### src/rtl/hazard_stall_unit_pkg.sv
`default_nettype none
// +--------------------------------------------------------------------------+
// | Module   : hazard_stall_unit_pkg                                         |
// | Purpose  : Shared definitions for the pipeline hazard controller:        |
// |            register-index width, x0 index, state encoding, the bundle   |
// |            of pipeline control outputs and the load-use compare.         |
// | Ports    : none (package)                                                |
// | Revision : 1.0  initial release                                          |
// +--------------------------------------------------------------------------+
package hazard_stall_unit_pkg;

  localparam int REG_IDX_W = 5;
  localparam logic [REG_IDX_W-1:0] REG_X0 = 5'd0;

  // State encoding
  localparam logic [1:0] ENC_RUN        = 2'd0;
  localparam logic [1:0] ENC_LOAD_STALL = 2'd1;
  localparam logic [1:0] ENC_MEM_WAIT   = 2'd2;
  localparam logic [1:0] ENC_ERROR      = 2'd3;

  typedef enum logic [1:0] {
    RUN        = ENC_RUN,
    LOAD_STALL = ENC_LOAD_STALL,
    MEM_WAIT   = ENC_MEM_WAIT,
    ERROR      = ENC_ERROR
  } state_t;

  // All pipeline control outputs, MSB first in port order.
  typedef struct packed {
    logic pc_write;
    logic if_id_write;
    logic id_ex_write;
    logic ex_mem_write;
    logic id_ex_bubble;
    logic if_id_flush;
    logic id_ex_flush;
    logic mem_wb_bubble;
  } ctrl_t;

  // Everything advances, nothing is cleared.
  localparam ctrl_t CTRL_DEFAULT    = ctrl_t'(8'b1111_0000);
  // Hold PC and IF/ID, inject a NOP into ID/EX so the load moves ahead alone.
  localparam ctrl_t CTRL_LOAD_STALL = ctrl_t'(8'b0011_1000);
  // Wrong-path instructions in IF/ID and ID/EX are squashed.
  localparam ctrl_t CTRL_FLUSH      = ctrl_t'(8'b1111_0110);
  // Whole front of the pipe holds; WB gets a NOP while MEM is stuck.
  localparam ctrl_t CTRL_FREEZE     = ctrl_t'(8'b0000_0001);
  // Nothing moves while reset is asserted.
  localparam ctrl_t CTRL_RESET      = ctrl_t'(8'b0000_0000);

  // Load in EX writes a register that the instruction in ID actually reads.
  // x0 is hardwired zero, so a load targeting it can never create a hazard.
  function automatic logic load_use_hazard(
    input logic                 mem_read_ex,
    input logic [REG_IDX_W-1:0] rd_ex,
    input logic [REG_IDX_W-1:0] rs1_id,
    input logic                 use_rs1,
    input logic [REG_IDX_W-1:0] rs2_id,
    input logic                 use_rs2
  );
    logic hit1;
    logic hit2;
    hit1 = use_rs1 && (rs1_id == rd_ex);
    hit2 = use_rs2 && (rs2_id == rd_ex);
    return mem_read_ex && (rd_ex != REG_X0) && (hit1 || hit2);
  endfunction

endpackage
`default_nettype wire

### src/rtl/hazard_stall_unit_sat_counter.sv
`default_nettype none
// +--------------------------------------------------------------------------+
// | Module   : sat_counter                                                   |
// | Purpose  : Up-counter that sticks at all-ones instead of wrapping.       |
// | Ports    : clk    - clock                                                |
// |            arst_n - asynchronous active-low reset (count -> 0)           |
// |            inc    - count this cycle                                     |
// |            clear  - synchronous clear, wins over inc                     |
// |            count  - current count                                        |
// | Revision : 1.0  initial release                                          |
// +--------------------------------------------------------------------------+
module sat_counter #(
  parameter int W = 16
) (
  input  logic         clk,
  input  logic         arst_n,
  input  logic         inc,
  input  logic         clear,
  output logic [W-1:0] count
);

  always_ff @(posedge clk or negedge arst_n) begin
    if (!arst_n) begin
      count <= '0;
    end else if (clear) begin
      count <= '0;
    end else if (inc && (count != '1)) begin
      count <= count + 1'b1;
    end
  end

endmodule
`default_nettype wire

### src/rtl/hazard_stall_unit.sv
`default_nettype none
// +--------------------------------------------------------------------------+
// | Module   : hazard_stall_unit                                             |
// | Purpose  : Hazard controller for the 5-stage core. Resolves load-use     |
// |            hazards (stall + bubble), taken branches (flush IF/ID and     |
// |            ID/EX) and data-memory waits (full freeze), with a timeout    |
// |            on memory waits and a saturating stall-cycle counter.        |
// | Ports    : clk, arst_n              - clock, async active-low reset      |
// |            Rs1_ID, Rs2_ID           - source regs of instruction in ID   |
// |            use_rs1_ID, use_rs2_ID   - ID instruction reads Rs1/Rs2       |
// |            Rd_ID_EX, MemRead_ID_EX  - dest reg / is-load of EX instr     |
// |            branch_taken_EX          - branch resolved taken in EX        |
// |            mem_req_MEM, mem_ready   - MEM access pending / completing    |
// |            PC_write .. EX_MEM_write - pipeline register enables          |
// |            ID_EX_bubble, IF_ID_flush, ID_EX_flush, MEM_WB_bubble         |
// |                                     - NOP injection / clear controls     |
// |            hazard_err               - sticky memory-timeout error        |
// |            stall_cycles             - saturating count of PC stalls      |
// | Revision : 1.0  initial release                                          |
// +--------------------------------------------------------------------------+
module hazard_stall_unit
  import hazard_stall_unit_pkg::*;
#(
  parameter int MEM_TIMEOUT = 16,
  parameter int CNT_W       = 16
) (
  input  logic                 clk,
  input  logic                 arst_n,
  input  logic [REG_IDX_W-1:0] Rs1_ID,
  input  logic [REG_IDX_W-1:0] Rs2_ID,
  input  logic                 use_rs1_ID,
  input  logic                 use_rs2_ID,
  input  logic [REG_IDX_W-1:0] Rd_ID_EX,
  input  logic                 MemRead_ID_EX,
  input  logic                 branch_taken_EX,
  input  logic                 mem_req_MEM,
  input  logic                 mem_ready,
  output logic                 PC_write,
  output logic                 IF_ID_write,
  output logic                 ID_EX_write,
  output logic                 EX_MEM_write,
  output logic                 ID_EX_bubble,
  output logic                 IF_ID_flush,
  output logic                 ID_EX_flush,
  output logic                 MEM_WB_bubble,
  output logic                 hazard_err,
  output logic [CNT_W-1:0]     stall_cycles
);

  localparam int WAIT_W = $clog2(MEM_TIMEOUT + 1);
  localparam logic [WAIT_W-1:0] WAIT_LIMIT = WAIT_W'(MEM_TIMEOUT);
  localparam logic [WAIT_W-1:0] WAIT_ONE   = WAIT_W'(1);

  state_t              state;
  state_t              state_nxt;
  logic [WAIT_W-1:0]   wait_cnt;
  logic [WAIT_W-1:0]   wait_cnt_nxt;
  ctrl_t               ctrl;
  logic                luh;
  logic                memwait;

  assign luh = load_use_hazard(MemRead_ID_EX, Rd_ID_EX,
                               Rs1_ID, use_rs1_ID,
                               Rs2_ID, use_rs2_ID);

  // A MEM instruction that withdraws its request is as good as completed.
  assign memwait = mem_req_MEM && !mem_ready;

  // ---------------------------------------------------------------------
  // State, wait counter and sticky error
  // ---------------------------------------------------------------------
  always_ff @(posedge clk or negedge arst_n) begin
    if (!arst_n) begin
      state      <= RUN;
      wait_cnt   <= '0;
      hazard_err <= 1'b0;
    end else begin
      state    <= state_nxt;
      wait_cnt <= wait_cnt_nxt;
      if (state_nxt == ERROR) begin
        hazard_err <= 1'b1;
      end
    end
  end

  // ---------------------------------------------------------------------
  // Next state and Mealy control outputs
  // ---------------------------------------------------------------------
  always_comb begin
    ctrl         = CTRL_DEFAULT;
    state_nxt    = state;
    wait_cnt_nxt = wait_cnt;

    unique case (state)
      RUN: begin
        if (memwait) begin
          ctrl         = CTRL_FREEZE;
          wait_cnt_nxt = WAIT_ONE;
          state_nxt    = MEM_WAIT;
        end else if (branch_taken_EX) begin
          // The stalled consumer is on the wrong path; flushing it is enough.
          ctrl = CTRL_FLUSH;
        end else if (luh) begin
          ctrl      = CTRL_LOAD_STALL;
          state_nxt = LOAD_STALL;
        end
      end

      LOAD_STALL: begin
        // The load has moved on to MEM, so the same ID instruction is now
        // covered by forwarding; luh is deliberately not looked at here.
        state_nxt = RUN;
        if (memwait) begin
          ctrl         = CTRL_FREEZE;
          wait_cnt_nxt = WAIT_ONE;
          state_nxt    = MEM_WAIT;
        end else if (branch_taken_EX) begin
          ctrl = CTRL_FLUSH;
        end
      end

      MEM_WAIT: begin
        if (!memwait) begin
          // Release cycle: everything advances; EX-stage decisions are
          // picked up again from RUN on the following cycle.
          state_nxt    = RUN;
          wait_cnt_nxt = '0;
        end else begin
          ctrl = CTRL_FREEZE;
          if (wait_cnt == WAIT_LIMIT) begin
            state_nxt = ERROR;
          end else begin
            wait_cnt_nxt = wait_cnt + 1'b1;
          end
        end
      end

      ERROR: begin
        ctrl = CTRL_FREEZE;
      end

      default: begin
        ctrl      = CTRL_FREEZE;
        state_nxt = RUN;
      end
    endcase

    // Nothing may advance while reset is held, whatever the state says.
    if (!arst_n) begin
      ctrl = CTRL_RESET;
    end
  end

  assign PC_write      = ctrl.pc_write;
  assign IF_ID_write   = ctrl.if_id_write;
  assign ID_EX_write   = ctrl.id_ex_write;
  assign EX_MEM_write  = ctrl.ex_mem_write;
  assign ID_EX_bubble  = ctrl.id_ex_bubble;
  assign IF_ID_flush   = ctrl.if_id_flush;
  assign ID_EX_flush   = ctrl.id_ex_flush;
  assign MEM_WB_bubble = ctrl.mem_wb_bubble;

  // ---------------------------------------------------------------------
  // Stall statistics: every cycle the PC is held counts, whatever the cause
  // ---------------------------------------------------------------------
  sat_counter #(
    .W (CNT_W)
  ) u_stall_cnt (
    .clk    (clk),
    .arst_n (arst_n),
    .inc    (!ctrl.pc_write),
    .clear  (1'b0),
    .count  (stall_cycles)
  );

endmodule
`default_nettype wire

### config.mk
export PLATFORM = sky130hd
export DESIGN_NAME = hazard_stall_unit
export DESIGN_NICKNAME = d
export VERILOG_FILES = /design/src/rtl/hazard_stall_unit_pkg.sv /design/src/rtl/hazard_stall_unit_sat_counter.sv /design/src/rtl/hazard_stall_unit.sv
export SDC_FILE = /design/constraint.sdc
export NUM_CORES = 1
export LEC_CHECK = 0
export BUFFER_PORTS_ARGS = -buffer_cell sky130_fd_sc_hd__buf_2
export CAP_MARGIN = 25
export CORE_ASPECT_RATIO = 0.75
export CORE_MARGIN = 1
export CORE_UTILIZATION = 40
export DETAILED_ROUTE_END_ITERATION = 10
export SYNTH_ARGS = -nofsm -noshare
export SYNTH_HDL_FRONTEND = slang
export SYNTH_HIERARCHICAL = 1
export SYNTH_SLANG_ARGS = --single-unit
### constraint.sdc
create_clock -name clk -period 3.1 [get_ports clk]
set_input_delay 0.155 -clock clk [delete_from_list [all_inputs] [get_ports clk]]
set_output_delay 0.155 -clock clk [all_outputs]
set_load 0.05 [all_outputs]
**Word level (Yosys, flattened, before mapping)**

Cells that the tools add are included.

- Multipliers: 0
- $lt $le $gt $ge: 0
- Reductions and logical operators: 14
- Shift operators: 0
- Bitwise gates (word level): 0
- Add/subtract/negate cells: 2
- Mux-type cells: 19
- Equality and inequality tests: 10
- Div/mod/pow operators: 0

Operators by type and width:

| kind | count |
|---|---|
| $mux 8 | 6 |
| $pmux 8 s4 | 1 |
| $add 16x1->16 const B | 1 |
| $ne 16x16->1 const B | 1 |
| $mux 5 | 3 |
| $mux 2 | 6 |
| $eq 5x5->1 | 2 |
| $pmux 5 s2 | 1 |
| $eq 2x2->1 const B | 3 |
| $logic_and 1x1->1 | 6 |
| $pmux 2 s3 | 1 |
| $add 5x1->5 const B | 1 |
| $eq 5x5->1 const B | 1 |
| $reduce_bool 5->1 | 1 |
| $mux 3 | 1 |
| $ne 3x3->1 const B | 1 |
| $reduce_and 3->1 | 1 |
| $eq 2x1->1 const B | 1 |
| $logic_not 1->1 | 2 |
| $logic_not 2->1 | 1 |
| $ne 2x1->1 const B | 1 |
| $reduce_bool 2->1 | 1 |
| $reduce_or 2->1 | 1 |
| $logic_or 1x1->1 | 1 |

- Output and inout bits: 25
- Memories kept: 0
- RAM bits: 0
- Input bits: 23
- Word-level logic and storage cells: 49
- Latch bits: 0
- Register bits: 24
- ROM bits: 0

**Longest topological paths before layout**

- Depth in word-level cells: 11
- Gate-level depth with buffers: 10
- Mapped depth without buffers: 7

**By module**

Netlist, hierarchy kept.

By module, submodules not included:

| module | seq. area each (µm²) | instances | area an instance (µm²) | cells each |
|---|---|---|---|---|
| sat_counter | 400.4 | 1 | 942.2 | 98 |
| hazard_stall_unit | 200.2 | 1 | 673.1 | 78 |

**Worst setup path before layout**

Ideal clock, no wire load.

- Path kind: input -> register
- Start: input port Rd_ID_EX[4]
- End: register u_stall_cnt.count[3]
- Stages: 8
- Path buffers: 1
- Arrival: 2.375 ns
- Required time: 3.023 ns
- Setup slack: 0.648 ns
- Setup time: 0.077 ns
- Cell sequence: xor2_1 > nor4_2 > a32oi_1 > o41ai_1 > inv_1 > clkbuf_1 > or4_2 > a21oi_1

- Cells in the longest elaborated chain, start to end: 11
- Elaborated cells on any way between the ends: 15
- Those cells by class: 2 x eq/ne; 5 x mux; 8 x reduce/logical

RTL lines:

| item | line | text |
|---|---|---|
| start, declared | hazard_stall_unit.sv:33 | `input logic [REG_IDX_W-1:0] Rd_ID_EX,` |
| $eq 5x5->1, on equally long branches | hazard_stall_unit_pkg.sv:63, hazard_stall_unit_pkg.sv:64 |  |
| $logic_and 1x1->1, on equally long branches | hazard_stall_unit_pkg.sv:63, hazard_stall_unit_pkg.sv:64 |  |
| $logic_or 1x1->1 | hazard_stall_unit_pkg.sv:65 | `return mem_read_ex && (rd_ex != REG_X0) && (hit1 \|\| hit2);` |
| $logic_and 1x1->1 * | hazard_stall_unit_pkg.sv:65 |  |
| $mux 8 * | hazard_stall_unit.sv:103 | `end else if (luh) begin` |
| $mux 8 * | hazard_stall_unit.sv:100 | `end else if (branch_taken_EX) begin` |
| $mux 8 * | hazard_stall_unit.sv:96 | `if (memwait) begin` |
| $pmux 8 s4 * | hazard_stall_unit.sv:94 | `unique case (state)` |
| $mux 8 * | hazard_stall_unit.sv:149 | `if (!arst_n) begin` |
| $logic_not 1->1 * | hazard_stall_unit.sv:171 | `.inc (!ctrl.pc_write),` |
| $logic_and 1x1->1 * | hazard_stall_unit_sat_counter.sv:27 | `end else if (inc && (count != '1)) begin` |
| end signal, assigned | hazard_stall_unit_sat_counter.sv:28 | `count <= count + 1'b1;` |
| end, declared | hazard_stall_unit_sat_counter.sv:19 | `output logic [W-1:0] count` |

Every way passes the cells marked *; elsewhere a longest branch is shown, timed or not.
A chain may end at the register's enable or synchronous reset.

**Worst setup path in the final report**

Ends and elaborated chain as after synthesis.

==> impl_metrics.ini <==
[die]
fp-row-count = 19
coreArea_um2 = 3760
dieHeight_um = 57.0
initial_core_util_pct = 43.0
dieArea_um2 = 4300
io_pins = 48
die_x_um = 75.4

[timing]
worst_pin_slew_ns = 0.567
finalHoldWorstSlack_ns = 0.302
max_slew_margin_pct = 62.2
final.setup.tns_ns = 0
worst_slack_ns = 0.612
period_needed_ns = 2.49
rsz0062_at_grt = no
setup_viol = 0
fmax_mhz = 402
skew_ns = 0.00325
fin_crit_sh_pct = 80.3
hold_viol_final = 0
report.final.slew_viol_count = 0

[layout]
postLayoutCoreUtil_pct = 51.5
layout_commonest_cell = buf_2
syn_to_final_growth_pct = 19.7
final_cell_area_um2 = 1930
drive_above_1_share_pct = 28.6
layout_common_cells = buf_2 (47), dfrtp_1 (24), a21oi_1 (14)
nets = 248
n_antenna_cell = 0

[drt]
vias = 1524
drcViolationCount = 0
wl_um = 3910
dr.pass1.iters = 4
route.antenna.remaining_nets = 0
drt_iter0_drc = 150
routedWlPerCell_um = 14.4
via_per_inst = 5.60

[clocking]
clkTransAtPathRegs_ns = 0.08
post_cts_buffers = 0
tritoncts = done
cts_sinks = 24
root_buffer = clkbuf_8
numCtsBuffers = 3
cts_resized = 0
clockBufferDepth = 2
htree_levels = 1
insertion_delay_ns = 0.26

[flow_run]
cap_violations = 0

[synth]
yosysSeqAreaShare_pct = 37.2
synth_top_area_share_pct = 37.2
synth_compound_area_share_pct = 16.3
synthSimpleGateAreaFrac_pct = 28.8
synth_largest_area_cell = dfrtp_1
avgSynthCellArea_um2 = 9.18
syn-cell-area_um2 = 1620
synthTopCellsByArea = dfrtp_1 (37%), a21oi_1 (4.3%), xor2_1 (4.3%), o31ai_1 (3.3%), or4_1 (3.3%)
synthMuxAreaShare_pct = 4.65
synthCells = 176
synthXorXnorAreaFrac_pct = 5.42
yosysUniqueCellTypes = 45
synth_fa_ha_area_share_pct = 2.32
ys.warnings.count = 6
synth_top_family_by_area = simple AND/OR/NAND/NOR gates
synth_seq_cells = 24

[worst_setup_path]
arrival_ns = 2.68
critPathKind = primary input to flop
crit_path_end_kind = flop
r2r_setup_slack_ns = 0.62
reg2reg_depth = 7
start_kind = primary input
cp_max_fo = 22
r2r-start = state[1]
timing.rr.end = u_stall_cnt/count[3]
critPathRequiredTime_ns = 3.29

[pwr]
leakagePower_nw = 0.925
p_int_mw = 0.452
switchingPower_mw = 0.190
switching_share_pct = 29.6
p_seq_share_pct = 51.8
powerDensity_nw_per_um2 = 332
clkPwrFrac_pct = 27.6
ir_worst_vdd_mv = 0.231
share_comb_of_total_power_pct = 20.6

[hold_path]
holdPathEnd = state[0]
holdPathStages = 4
holdCritStartpoint = MemRead_ID_EX
hp-class = primary input to flop

[place]
io_buffers = 47
routabilityCongestion = 0.844
dpl_cell_area_um2 = 1880
dpl.hpwl_um = 2960
place_ws_ns = 0.347

[grt]
overflow = 0
grt_first_pass_wirelength_um = 6250
grt_max_degree = 28
grt_usage_pct = 18.9
grt_pass1_vias = 1393
antenna_found_initial = 0

[status]
status = complete, no violations
[state kept, by name (all words and copies together), names as in the netlist]
signal / cells
u_stall_cnt/count: 16
wait_cnt: 5
state: 2
hazard_err: 1
[worst max-delay path: stages]
cell and delay (ns):
buf_2 0.13, xor2_1 0.17, nor4_2 0.28, a32oi_1 0.21, o41ai_1 0.41, buf_4 0.20, inv_1 0.25, or4_2 0.71
a21oi_1 0.16
[stage by stage]
stage | power, mW | std cells
2_1_floorplan | 0.424 | 177
3_3_place_gp | 0.464 | 268
3_5_place_dp | 0.468 | 268
4_1_cts | 0.650 | 272
5_1_grt | 0.676 | 272
6_report | 0.641 | 272
[logic make-up after synthesis]
logic type      count (synthesis)
compound gates                 39
other cells                     1
fa+ha+maj                       3
buf+inv                        17
simple gates                   75
flops                          24
xor+xnor                       10
mux                             7
[per-layer routing]
metal  vias up  share of wire, %  global-route usage, %
li1        746                 -                      -
met1       718                48                   26.8
met2        56                44                   29.6
met3         4               7.1                   4.42
met4         0              0.74                   4.23
met5         -                 0                      0
[cells in the mapped netlist (all sizes together)]
library cell	count
o311ai	1
or4	9
nand2b	2
nand2	11
o41ai	1
o211ai	1
nand3b	1
mux2	4
ha	3
nor4	10
inv	6
conb	1
xor2	8
xnor2	2
nor4bb	1
clkbuf	7
a21oi	14
dfrtp	24
nand3	7
buf	4
a22o	2
nor2b	7
mux2i	3
nor2	8
o21bai	1
and4	2
nand4	7
a211oi	1
or3	3
a21o	3
and3	3
o41a	1
and2	2
o21ai	6
a32oi	1
nor3	2
o31ai	7
[timing repair]
item,CTS,global route
endpoints found under the hold margin,24,0
hold buffers,1,0
endpoints found under the setup margin,0,0
[power groups by stage]
| stage | logic [mW] | registers [mW] | clock network, mW |
|---|---|---|---|
| final | 0.132 | 0.332 | 0.177 |
| after global routing | 0.144 | 0.333 | 0.198 |
| after CTS | 0.132 | 0.331 | 0.187 |
| after detailed placement | 0.130 | 0.338 | 0 |
| after global placement | 0.126 | 0.338 | 0 |
| after floorplan | 0.0755 | 0.349 | 0 |
[how the worst max path moves through the flow]
| stage | start | to | cells after the start |
|---|---|---|---|
| 2_1_floorplan | Rd_ID_EX[4] | u_stall_cnt/count[3] | 8 |
| 4_1_cts | Rd_ID_EX[4] | u_stall_cnt/count[3] | 9 |
| 3_3_place_gp | Rd_ID_EX[4] | u_stall_cnt/count[3] | 9 |
| 5_1_grt | Rd_ID_EX[4] | u_stall_cnt/count[2] | 9 |
| 3_5_place_dp | Rd_ID_EX[4] | u_stall_cnt/count[3] | 9 |
| 6_report | Rd_ID_EX[4] | u_stall_cnt/count[3] | 9 |
[cell type report]
type	instances	area [um^2]
Fill cell	368	1820
Multi-Input combinational cell	136	936
Sequential cell	24	601
Timing Repair Buffer	51	268
Tap cell	52	65.1
Clock buffer	3	41.3
Inverter	6	22.5
Note: power is estimated with default switching activity, not from simulation.
